**config.mk**
```make
export PLATFORM = sky130hd
export DESIGN_NAME = memsplit_dma_master_flat
export DESIGN_NICKNAME = d
export VERILOG_FILES = /design/src/rtl/memsplit_dma_master_if.sv /design/src/rtl/memsplit_dma_master.sv /design/src/flat_wrapper.sv
export SDC_FILE = /design/constraint.sdc
export NUM_CORES = 1
export LEC_CHECK = 0
export BUFFER_PORTS_ARGS = -buffer_cell sky130_fd_sc_hd__buf_4
export CORE_ASPECT_RATIO = 1.25
export CORE_MARGIN = 2
export CORE_UTILIZATION = 45
export CTS_CLUSTER_SIZE = 28
export DETAILED_ROUTE_END_ITERATION = 8
export PLACE_DENSITY = 0.68
export SYNTH_ARGS = -nofsm -noshare
export SYNTH_HDL_FRONTEND = slang
export SYNTH_SLANG_ARGS = --single-unit
export TNS_END_PERCENT = 1
```
**constraint.sdc**
```tcl
create_clock -name clk_i -period 8 [get_ports clk_i]
set_input_delay 0.8 -clock clk_i [delete_from_list [all_inputs] [get_ports clk_i]]
set_output_delay 0.8 -clock clk_i [all_outputs]
set_load 0.1 [all_outputs]
```
**src/rtl/memsplit_dma_master_if.sv**
```systemverilog
// MemSplit32 request/acknowledge/response bus bundle.
// The DMA engine drives it through the master modport, and a memory or CSR
// responder answers through the slave modport.
interface memsplit_dma_master_if;
  logic        bus_req_o;
  logic        bus_we_o;
  logic [31:0] bus_addr_bo;
  logic [3:0]  bus_be_bo;
  logic [31:0] bus_wdata_bo;
  logic        bus_ack_i;
  logic        bus_resp_i;
  logic [31:0] bus_rdata_bi;

  modport master (
    output bus_req_o, bus_we_o, bus_addr_bo, bus_be_bo, bus_wdata_bo,
    input  bus_ack_i, bus_resp_i, bus_rdata_bi
  );

  modport slave (
    input  bus_req_o, bus_we_o, bus_addr_bo, bus_be_bo, bus_wdata_bo,
    output bus_ack_i, bus_resp_i, bus_rdata_bi
  );
endinterface

```
**src/rtl/memsplit_dma_master.sv**
```systemverilog
// MemSplit32 block-copy DMA master.
// For each word the engine issues one read, waits for the read response, and
// then writes the captured data. A watchdog aborts any bus phase that stalls
// for BUS_TIMEOUT cycles.
//
//  state   | meaning
//  --------+-----------------------------------------------------------
//  IDLE    | no transfer; start_i is sampled here
//  RD_REQ  | read request on the bus, waiting for ack
//  RD_WAIT | read accepted, waiting for resp and its data
//  WR_REQ  | write request with the captured data, waiting for ack
module memsplit_dma_master #(
  parameter int BUS_TIMEOUT = 1024,
  parameter int LEN_W       = 16
) (
  input  logic                  clk_i,
  input  logic                  arst_i,
  input  logic                  start_i,
  input  logic                  abort_i,
  input  logic [31:0]           src_addr_bi,
  input  logic [31:0]           dst_addr_bi,
  input  logic [LEN_W-1:0]      len_bi,
  output logic                  busy_o,
  output logic                  done_o,
  output logic                  err_o,
  output logic [LEN_W-1:0]      words_done_bo,
  memsplit_dma_master_if.master bus
);

  localparam int          CNT_W     = $clog2(BUS_TIMEOUT + 1);
  localparam logic [31:0] ADDR_MASK = 32'hFFFF_FFFC;

  typedef enum logic [1:0] {IDLE, RD_REQ, RD_WAIT, WR_REQ} state_t;

  state_t           state_q, state_d;
  logic [31:0]      src_q, src_d, dst_q, dst_d;
  logic [31:0]      addr_q, addr_d, wdata_q, wdata_d;
  logic [LEN_W-1:0] len_q, len_d, words_q, words_d, words_inc;
  logic [CNT_W-1:0] cnt_q, cnt_d, cnt_inc;
  logic [3:0]       be_q, be_d;
  logic             req_q, req_d, we_q, we_d;
  logic             done_q, done_d, err_q, err_d;
  logic             ack_ok, tmo;

  // An ack counts only while a request is actually on the bus.
  assign ack_ok    = bus.bus_ack_i && req_q;
  assign cnt_inc   = cnt_q + CNT_W'(1);
  // The phase times out when one more idle cycle would bring the counter to BUS_TIMEOUT.
  assign tmo       = (cnt_inc == CNT_W'(BUS_TIMEOUT));
  assign words_inc = words_q + LEN_W'(1);

  // Decode the next state and next values for every registered output.
  always_comb begin
    state_d = state_q;
    src_d   = src_q;
    dst_d   = dst_q;
    len_d   = len_q;
    words_d = words_q;
    addr_d  = addr_q;
    wdata_d = wdata_q;
    be_d    = be_q;
    req_d   = req_q;
    we_d    = we_q;
    done_d  = 1'b0;
    err_d   = 1'b0;
    cnt_d   = cnt_inc;

    case (state_q)
      IDLE: begin
        cnt_d = '0;
        if (start_i) begin
          words_d = '0;
          if (len_bi != '0) begin
            src_d   = src_addr_bi & ADDR_MASK;
            dst_d   = dst_addr_bi & ADDR_MASK;
            len_d   = len_bi;
            addr_d  = src_addr_bi & ADDR_MASK;
            req_d   = 1'b1;
            we_d    = 1'b0;
            be_d    = 4'hF;
            state_d = RD_REQ;
          end else begin
            done_d = 1'b1;
          end
        end
      end
      RD_REQ: begin
        if (abort_i) begin
          state_d = IDLE;
        end else if (ack_ok) begin
          req_d   = 1'b0;
          state_d = RD_WAIT;
        end else if (tmo) begin
          err_d   = 1'b1;
          state_d = IDLE;
        end
      end
      RD_WAIT: begin
        if (abort_i) begin
          state_d = IDLE;
        end else if (bus.bus_resp_i) begin
          wdata_d = bus.bus_rdata_bi;
          addr_d  = dst_q;
          req_d   = 1'b1;
          we_d    = 1'b1;
          state_d = WR_REQ;
        end else if (tmo) begin
          err_d   = 1'b1;
          state_d = IDLE;
        end
      end
      WR_REQ: begin
        if (abort_i) begin
          state_d = IDLE;
        end else if (ack_ok) begin
          words_d = words_inc;
          src_d   = src_q + 32'd4;
          dst_d   = dst_q + 32'd4;
          if (words_inc == len_q) begin
            done_d  = 1'b1;
            state_d = IDLE;
          end else begin
            addr_d  = src_q + 32'd4;
            we_d    = 1'b0;
            state_d = RD_REQ;
          end
        end else if (tmo) begin
          err_d   = 1'b1;
          state_d = IDLE;
        end
      end
      default: state_d = IDLE;
    endcase

    // Leaving a bus phase for IDLE always releases the bus.
    if (state_d == IDLE && state_q != IDLE) begin
      req_d = 1'b0;
      we_d  = 1'b0;
    end
    if (state_d != state_q) begin
      cnt_d = '0;
    end
  end

  // State and output registers. An asynchronous reset drops the bus request at once.
  always_ff @(posedge clk_i or posedge arst_i) begin
    if (arst_i) begin
      state_q <= IDLE;
      src_q   <= '0;
      dst_q   <= '0;
      len_q   <= '0;
      words_q <= '0;
      addr_q  <= '0;
      wdata_q <= '0;
      be_q    <= '0;
      req_q   <= 1'b0;
      we_q    <= 1'b0;
      done_q  <= 1'b0;
      err_q   <= 1'b0;
      cnt_q   <= '0;
    end else begin
      state_q <= state_d;
      src_q   <= src_d;
      dst_q   <= dst_d;
      len_q   <= len_d;
      words_q <= words_d;
      addr_q  <= addr_d;
      wdata_q <= wdata_d;
      be_q    <= be_d;
      req_q   <= req_d;
      we_q    <= we_d;
      done_q  <= done_d;
      err_q   <= err_d;
      cnt_q   <= cnt_d;
    end
  end

  assign busy_o           = (state_q != IDLE);
  assign done_o           = done_q;
  assign err_o            = err_q;
  assign words_done_bo    = words_q;
  assign bus.bus_req_o    = req_q;
  assign bus.bus_we_o     = we_q;
  assign bus.bus_addr_bo  = addr_q;
  assign bus.bus_be_bo    = be_q;
  assign bus.bus_wdata_bo = wdata_q;

endmodule

```
**src/flat_wrapper.sv**
```systemverilog
// flat-port wrapper written by rule: the top's interface ports become plain ports
module memsplit_dma_master_flat 
#(
  parameter int BUS_TIMEOUT = 1024,
  parameter int LEN_W       = 16
)
  (clk_i, arst_i, start_i, abort_i, src_addr_bi, dst_addr_bi, len_bi, busy_o, done_o, err_o, words_done_bo, bus_bus_req_o, bus_bus_we_o, bus_bus_addr_bo, bus_bus_be_bo, bus_bus_wdata_bo, bus_bus_ack_i, bus_bus_resp_i, bus_bus_rdata_bi);
  memsplit_dma_master_if bus_i ();
  input  logic clk_i;
  input  logic arst_i;
  input  logic start_i;
  input  logic abort_i;
  input  logic [31:0] src_addr_bi;
  input  logic [31:0] dst_addr_bi;
  input  logic [LEN_W-1:0] len_bi;
  output logic busy_o;
  output logic done_o;
  output logic err_o;
  output logic [LEN_W-1:0] words_done_bo;
  output wire logic [$bits(bus_i.bus_req_o)-1:0] bus_bus_req_o;
  output wire logic [$bits(bus_i.bus_we_o)-1:0] bus_bus_we_o;
  output wire logic [$bits(bus_i.bus_addr_bo)-1:0] bus_bus_addr_bo;
  output wire logic [$bits(bus_i.bus_be_bo)-1:0] bus_bus_be_bo;
  output wire logic [$bits(bus_i.bus_wdata_bo)-1:0] bus_bus_wdata_bo;
  input wire logic [$bits(bus_i.bus_ack_i)-1:0] bus_bus_ack_i;
  input wire logic [$bits(bus_i.bus_resp_i)-1:0] bus_bus_resp_i;
  input wire logic [$bits(bus_i.bus_rdata_bi)-1:0] bus_bus_rdata_bi;
  assign bus_bus_req_o = bus_i.bus_req_o;
  assign bus_bus_we_o = bus_i.bus_we_o;
  assign bus_bus_addr_bo = bus_i.bus_addr_bo;
  assign bus_bus_be_bo = bus_i.bus_be_bo;
  assign bus_bus_wdata_bo = bus_i.bus_wdata_bo;
  assign bus_i.bus_ack_i = bus_bus_ack_i;
  assign bus_i.bus_resp_i = bus_bus_resp_i;
  assign bus_i.bus_rdata_bi = bus_bus_rdata_bi;
  memsplit_dma_master #(.BUS_TIMEOUT(BUS_TIMEOUT), .LEN_W(LEN_W)) u_core (.clk_i(clk_i), .arst_i(arst_i), .start_i(start_i), .abort_i(abort_i), .src_addr_bi(src_addr_bi), .dst_addr_bi(dst_addr_bi), .len_bi(len_bi), .busy_o(busy_o), .done_o(done_o), .err_o(err_o), .words_done_bo(words_done_bo), .bus(bus_i));
endmodule
```
* After elaboration in Yosys (flattened, before gate mapping)
Cells that the tools add are included.
** Storage, ports and cells
- Latch bits :: 0
- Input bits :: 118
- Memories kept :: 0
- Bits in writable memories :: 0
- Bits in registers :: 178
- ROM bits :: 0
** Cells by class
- Reductions and logical operators :: 18
- Eq/ne operators :: 22
- Multiply operators :: 0
- Shift operators :: 0
- Bitwise gates (word level) :: 1
- $lt $le $gt $ge :: 0
- $add $sub $neg :: 4
- Div/mod/pow operators :: 0
- Multiplexer cells :: 60
** Operators by type and width (number)
- 2-to-1 mux 32 bit :: 13
- one-hot mux 32 bit (2 select lines) :: 2
- one-hot mux 32 bit (3 select lines) :: 1
- adder 32 x 3 -> 32 bit (second input constant) :: 2
- 2-to-1 mux 16 bit :: 3
- one-hot mux 16 bit (2 select lines) :: 1
- 2-to-1 mux 1 bit :: 24
- 2-to-1 mux 11 bit :: 2
- 2-to-1 mux 2 bit :: 9
- adder 16 x 1 -> 16 bit (second input constant) :: 1
- equality test 16 bit :: 1
- AND reduction 8 bit :: 2
- nonzero test 16 bit :: 1
- != test 3 x 2 -> 1 bit (second input constant) :: 5
- adder 11 x 1 -> 11 bit (second input constant) :: 1
- equality test 11 bit (second input constant) :: 1
- != test 2 bit (second input constant) :: 5
- != test 3 x 1 -> 1 bit (second input constant) :: 3
- one-hot mux 2 bit (4 select lines) :: 1
- nonzero test 4 bit :: 2
- AND reduction 7 bit :: 1
- one-hot mux 1 bit (3 select lines) :: 2
- AND reduction 3 bit :: 2
- AND reduction 5 bit :: 1
- 13 further kinds :: 19

* Depth between registers and ports, before layout
Gate-level depths: netlist (run 1).
- Depth after elaboration :: 10
- Mapped depth :: 12

* Worst setup path after synthesis (run 1)
Ideal clock, no wire load.
- Path type :: register -> register
- Start point :: reg u_core.words_q[2] (netlist: u_core.words_done_bo[2])
- End point :: reg u_core.addr_q[10] (netlist: u_core.bus.bus_addr_bo[10])
- Path buffers :: 2
- Arrival :: 3162 ps
- Slack :: 4713 ps
- Data required time :: 7875 ps
- Cell stages (with the launch flop) :: 11
- Cells stage by stage :: dfrtp_1 > buf_6 > nand3_2 > or4_4 > xnor2_2 > o2111a_1 > and4_4 > o21ai_2 > nand2_4 > buf_12 > mux2_4
** On the way
- Cells in the longest elaborated chain, start to end :: 4
** Ends and longest elaborated chain
- from (decl) :: line memsplit_dma_master.sv:38 : logic [LEN_W-1:0] len_q, len_d, words_q, words_d, words_inc;
- from (signal assigned) :: line memsplit_dma_master.sv:166 : words_q <= words_d;
- adder 16 x 1 -> 16 bit :: line memsplit_dma_master.sv:50 : assign words_inc = words_q + LEN_W'(1);
- equality test 16 bit :: line memsplit_dma_master.sv:119 : if (words_inc == len_q) begin
- != test 2 bit (no line)
- AND reduction 8 bit (no line)
- to (signal assigned) :: line memsplit_dma_master.sv:167 : addr_q <= addr_d;
- to (decl) :: line memsplit_dma_master.sv:37 : logic [31:0] addr_q, addr_d, wdata_q, wdata_d;
No other way between the ends.
A chain may end at the register's enable or synchronous reset.

* Final worst setup path (run 1)
- Start point :: reg u_core.words_q[0] (netlist: u_core.words_done_bo[0])
- End point :: reg u_core.addr_q[29] (netlist: u_core.bus.bus_addr_bo[29])
The elaborated chain is that of the path after synthesis.

==> run metrics, run 1 <==
proportion of power drawn by combinational gates 0.541; CTS clk-pin slew, worst paths 0.08 ns; Int Pwr 2.592 mW; setup bufs post-CTS 0; CTS resizes 0; io pins 207; setup TNS 0 ns; EDFF count, synth 0; CP Buf/Inv Count 0; clk sink count 173; Crit Path Max Fanout 31; Max Clock Skew around 0.016 ns; startpoint types flop; Final Non-Filler Cells 1536; sequential area share after synthesis 0.4301; Distinct cells, synth 70; area delta synth->final 22.32%; Worst Hold Class reg2reg; worst skew pair latency 0.43 ns; drt total wl 28080 um; htree depth 4; critical-path cell list ha_1 > nand4_4 > nor4_1 > o32ai_1 > a2111oi_2 > and4_4 > o21ai_2 > nand2_4 > mux2_2; Post-Syn Instances between 1000 and 1500; RSZ-0062 raised after global routing false; Clock Tree Buf Depth 2; pin count of the biggest net entering global routing 103; Leak ~5.3 nW; Via density 5.718; final core occ 0.5562; Routed Antenna Nets 0; switching part of the total power 0.5225; Period minus WS final 3.426 ns; ys flop type dfrtp_1; ratio of cells with drive above 1 in the final layout 0.2777; syn nets 1209; yosys warns 0; Clock power frac 0.162; status complete, no violations; initial antenna violation count 0; Synth area leader dfrtp_1; Root Buffer clkbuf_16; die height 171.2 um; power per cell area approximately 440 mW/mm^2; core area 0.02213 sq mm; total grt overflow 0; DR pass1 iterations 5; #FFs+latches synth 173; Final Hold Viols 0; nature of the critical path endpoint flop; crit-path max cell delay 0.52 ns; row count 61; first-pass GRT wire length 43900 um; Initial Utilization 0.4547; GPL Wtd Cong 0.8951; CTS tree yes; Avg WL per Cell ~18 um; port bufs between 200 and 250; routed via count 8783; synth top area cells dfrtp_1 43%, a21oi_1 5.8%, mux2_2 5.4%, nand2_1 4.1%, mux2_4 4.0%; vias in the first global route approximately 8400; asr flop ratio synth 1.000; Crit Path Class reg2reg; drc violations 0; CTS Buf Count 17; hpwl dp 19480 um; Slew headroom 0.3612; synthesized cell area 0.01006 sq mm; Worst Path Required 8.32 ns; slew at the pin with the worst max-slew slack 0.9581 ns; maximum VDD drop about 0.00031 V; Slew Limit Fails 0; Die Width between 100 and 150 um; Final setup viols 0; slowest cell on the critical path dfrtp_1; GR Util All Layers 0.2382; CTS hold repair buffers 0; sequential group share of total power 0.297; DIE AREA 0.02359 sq mm; arrival time at the worst endpoint 3.74 ns; syn avg cell area 9.293 sq um; Ant. Diodes 0; layout net count 1366; CP delay by family, top simple AND/OR/NAND/NOR gates; FMAX roughly 290 MHz; fillers about 2100; fin crit share 0.4283; Initial DRC Count 565; Placed Cells incl. Taps 1504; Max Cap Viol 0; post-synth top area share 0.4301; P_sw 2.836 mW
[power groups by stage]
stage	sequential [mW]	combinational (mW)	clock (mW)
after global placement	1.61	2.90	0
after CTS	1.61	2.94	0.898
after global routing	1.65	3.12	0.932
final	1.61	2.94	0.880
after floorplan	2.59	1.30	0
after detailed placement	1.62	2.94	0
[layer usage]
metal / vias up / GRT usage / wire length (um)
li1: 4226 / - / -
met1: 4258 / 0.2941 / 11280
met2: 268 / 0.4062 / 14270
met3: 31 / 0.06219 / 1935
met4: 0 / 0.07498 / 589
met5: - / 0 / 0
[cells in the mapped netlist (12+ instances only)]
cell type	instances
dfrtp_1	173
clkbuf_1	52
a22oi_1	23
nand4_1	19
nand2_1	110
a21oi_1	116
nor2_1	75
o21ai_0	81
inv_1	23
and3_1	12
o22ai_1	27
xnor2_1	25
xor2_1	28
mux2_4	27
mux2_2	48
mux2i_1	13
nand3_1	51
[final cells by class]
class | instances | area, sq um | area share
clock buffers | 17 | 425.4 | 0.03456
clock inverters | 15 | 215.2 | 0.01748
inverters | 24 | 95.09 | 0.007724
multi-input cells | 811 | 5293 | 0.4299
flip-flops and latches | 173 | 4329 | 0.3517
well taps | 283 | 354.1 | 0.02876
repair buffers | 213 | 1599 | 0.1299
[state kept, by name (all words and copies together), names as in the netlist]
name	count
u_core.bus.bus_addr_bo	31
u_core.bus.bus_be_bo	1
u_core.bus.bus_req_o	1
u_core.bus.bus_wdata_bo	32
u_core.bus.bus_we_o	1
u_core.cnt_q	11
u_core.done_o	1
u_core.dst_q	30
u_core.err_o	1
u_core.len_q	16
u_core.src_q	30
u_core.state_q	2
u_core.words_done_bo	16
[logic make-up (layout without fill, tap and decap cells)]
family                   after synthesis  count (layout)  share of synthesized area
AND/OR/NAND/NOR                      345             345                     0.1702
AO/OA/AOI/OAI                        316             316                     0.1881
flip-flops                           173             173                     0.4301
buffers and inverters                 99             269                    0.04699
multiplexers                          88              88                     0.1069
XOR/XNOR                              54              54                    0.04774
adder cells (fa/ha/maj)                8               8                   0.009946
[placed cells by master (no fill, tap or decap), drive strengths merged, types with 8 or more instances in the layout]
cell / n
nand4: 21
clkinv: 9
mux2: 75
a21oi: 116
and2: 10
nand2: 111
nand2b: 8
nor2: 75
a22oi: 23
xnor2: 26
o21ai: 83
buf: 213
nand3: 53
nor4: 11
nor3: 14
ha: 8
and3: 12
clkbuf: 17
xor2: 28
mux2i: 13
and4: 8
dfrtp: 173
a22o: 8
o22ai: 27
inv: 29
[path summary, 6_finish.rpt]
| check | depth (start not counted) | startpoint | endpoint | slack (ns) |
|---|---|---|---|---|
| worst max-delay path | 9 | u_core.words_done_bo[0] | u_core.bus.bus_addr_bo[29] | 4.57 |
| worst min-delay path | 1 | u_core.bus.bus_addr_bo[29] | u_core.bus.bus_addr_bo[29] | 0.51 |
| worst max register to register | 9 | u_core.words_done_bo[0] | u_core.bus.bus_addr_bo[29] | 4.57 |
| worst min register to register | 1 | u_core.bus.bus_addr_bo[29] | u_core.bus.bus_addr_bo[29] | 0.51 |
| max in group asynchronous | 3 | arst_i | u_core.bus.bus_addr_bo[27] | 5.91 |
| min in group asynchronous | 2 | arst_i | u_core.len_q[15] | 0.55 |
[through the flow]
| stage | hold WS (ns) | cell area, sq um | setup slack, ns | power (mW) |
|---|---|---|---|---|
| 2_1_floorplan | 0.4641 | 10060 | 2.512 | 3.892 |
| 3_3_place_gp | 0.4892 | 11670 | 4.541 | 4.503 |
| 3_5_place_dp | 0.4945 | 11670 | 4.536 | 4.557 |
| 4_1_cts | 0.5137 | 12310 | 4.556 | 5.451 |
| 5_1_grt | 0.5214 | 12310 | 4.368 | 5.707 |
| 6_report | 0.5117 | 12310 | 4.574 | 5.427 |
Power figures use the tool's default switching activity.
==> run 2: changes to the inputs <==
==> constraint.sdc (replaced) <==
create_clock -name clk_i -period 3.2 [get_ports clk_i]
set_input_delay 0.32 -clock clk_i [delete_from_list [all_inputs] [get_ports clk_i]]
set_output_delay 0.32 -clock clk_i [all_outputs]
set_load 0.1 [all_outputs]
==> run metrics, run 2 (synthesized netlist as in run 1, its figures left out) <==
status complete, no violations (unchanged); Max Cap Viol 0 (unchanged); Period minus WS final 2.975 ns (was 3.426 ns); met3 WL 2064 um (was 1935 um); CTS tree yes (unchanged); Clock power frac 0.167 (was 0.162); Die Width 137.8 um (unchanged); Worst Path Required 3.51 ns (was 8.32 ns); hpwl dp 20250 um (was 19480 um); switching part of the total power 0.5074 (was 0.5225); Int Pwr 6.836 mW (was 2.592 mW); post-layout power 13.88 mW (was 5.427 mW); commonest non-fill, non-tap cell in the layout buf_4 (unchanged); io pins 207 (unchanged); Initial DRC Count 594 (was 565); pin count of the biggest net entering global routing 146 (was 103); Leak 5.440 nW (was 5.329 nW); first-pass GRT wire length 44120 um (was 43900 um); drc violations 0 (unchanged); core area 0.02213 sq mm (unchanged); Slew headroom 0.5306 (was 0.3612); maximum VDD drop 0.0007611 V (was 0.0003072 V); die height 171.2 um (unchanged); Via density 5.755 (was 5.718); Max Clock Skew 0.01092 ns (was 0.01551 ns); power per cell area 1109 mW/mm^2 (was 440.9 mW/mm^2); vias in the first global route 8469 (was 8378); Initial Utilization 0.4547 (unchanged); Root Buffer clkbuf_16 (unchanged); slew at the pin with the worst max-slew slack 0.7025 ns (was 0.9581 ns); fillers 2013 (was 2080); Crit Path Class reg2reg (unchanged); Final setup viols 0 (unchanged); P_sw 7.042 mW (was 2.836 mW); met2 wire length 13920 um (was 14270 um); ratio of cells with drive above 1 in the final layout 0.2868 (was 0.2777); area delta synth->final 24.38% (was 22.32%); most frequent cells in the layout 223 x buf_4, 173 x dfrtp_1, 115 x a21oi_1 (was 213 x buf_4, 173 x dfrtp_1, 115 x a21oi_1); Routed Antenna Nets 0 (unchanged); startpoint types flop (unchanged); GPL Wtd Cong 0.9349 (was 0.8951); Final Hold Viols 0 (unchanged); row count 61 (unchanged); fin crit share 0.9298 (was 0.4283); initial antenna violation count 0 (unchanged); layout net count 1382 (was 1366); Fin Hold WS 0.03754 ns (was 0.5117 ns); FMAX 336.1 MHz (was 291.9 MHz); Slew Limit Fails 0 (unchanged); drt total wl 28210 um (was 28080 um); proportion of power drawn by combinational gates 0.542 (was 0.541); nature of the critical path endpoint flop (unchanged); clk sink count 173 (unchanged); DIE AREA 0.02359 sq mm (unchanged); arrival time at the worst endpoint 3.28 ns (was 3.74 ns); Avg WL per Cell 18.18 um (was 18.28 um); DR pass1 iterations 5 (unchanged); Ant. Diodes 0 (unchanged); Final Non-Filler Cells 1552 (was 1536); routed via count 8931 (was 8783); Worst Hold Class in2async (was reg2reg); worst skew pair latency 0.43 ns (about the same); Crit Path Max Fanout 15 (was 31); Clock Tree Buf Depth 2 (unchanged); RSZ-0062 raised after global routing false (unchanged); Placed Cells incl. Taps 1520 (was 1504); total grt overflow 0 (unchanged); CTS Buf Count 17 (unchanged); top routing layer used met4 (unchanged); sequential group share of total power 0.291 (was 0.297); Largest register FFs 32 (unchanged); GR Util All Layers 0.2391 (was 0.2382); M1 WL 11280 um (about the same); CTS clk-pin slew, worst paths 0.07 ns (was 0.08 ns); htree depth 4 (unchanged); port bufs 202 (unchanged)
==> run 2: per-layer routing <==
layer  global-route usage  vias up
met3              0.06690       56
met2               0.3995      304
met5                    0        -
li1                     -     4264
met4              0.09450        0
met1               0.2914     4307
==> run 2: path summary, 6_finish.rpt <==
path / startpoint / to / slack [ns] / depth (start not counted)
min in group clk_i: bus_bus_rdata_bi[1] / u_core.bus.bus_wdata_bo[1] / 0.11 / 2
worst min register to register: u_core.bus.bus_wdata_bo[24] / u_core.bus.bus_wdata_bo[24] / 0.51 / 1
worst max register to register: u_core.words_done_bo[1] / u_core.bus.bus_addr_bo[2] / 0.22 / 10
worst max-delay path: u_core.words_done_bo[1] / u_core.bus.bus_addr_bo[2] / 0.22 / 10
max in group asynchronous: arst_i / u_core.bus.bus_wdata_bo[2] / 2.67 / 3
worst min-delay path: arst_i / u_core.bus.bus_req_o / 0.04 / 3
==> run 2: cell type report <==
class,count,area [sq um],share of cell area
inverters,24,93.84,0.007496
repair buffers,229,1794,0.1433
clock buffers,17,425.4,0.03398
clock inverters,15,222.7,0.01779
flip-flops and latches,173,4329,0.3458
well taps,283,354.1,0.02829
multi-input cells,811,5299,0.4233
==> run 2: worst max-delay path: stages, from the launching register on <==
cell and delay, ns:
dfrtp_1 0.45, ha_1 0.30, nand4_4 0.18, nor4_1 0.29, o32ai_1 0.16, a2111oi_2 0.40
and4_4 0.33, o21ai_2 0.07, nand2_4 0.16, buf_12 0.19, mux2_4 0.31
==> run 2: power groups by stage <==
stage	registers, mW	clock network (mW)	logic (mW)
2_1_floorplan	6.48	0	3.25
3_3_place_gp	4.03	0	7.43
3_5_place_dp	4.06	0	7.53
4_1_cts	4.03	2.35	7.55
5_1_grt	4.16	2.46	8.00
6_report	4.04	2.31	7.53
==> run 2: per-stage QoR <==
stage,area (sq um),setup TNS (ns),utilization,setup slack [ns]
6_report,12520,0,0.5656,0.2248
5_1_grt,12520,0,0.5656,0.02419
4_1_cts,12510,0,0.5653,0.09465
3_5_place_dp,11860,0,0.5360,0.1165
3_3_place_gp,11860,0,0.5360,0.2191
2_1_floorplan,10070,-2.326,-,-0.08703
==> run 2: timing repair <==
action	CTS	global route
endpoints found under the setup margin	0	24
hold buffers	0	0
gates resized for setup	0	1
buffers inserted	0	0
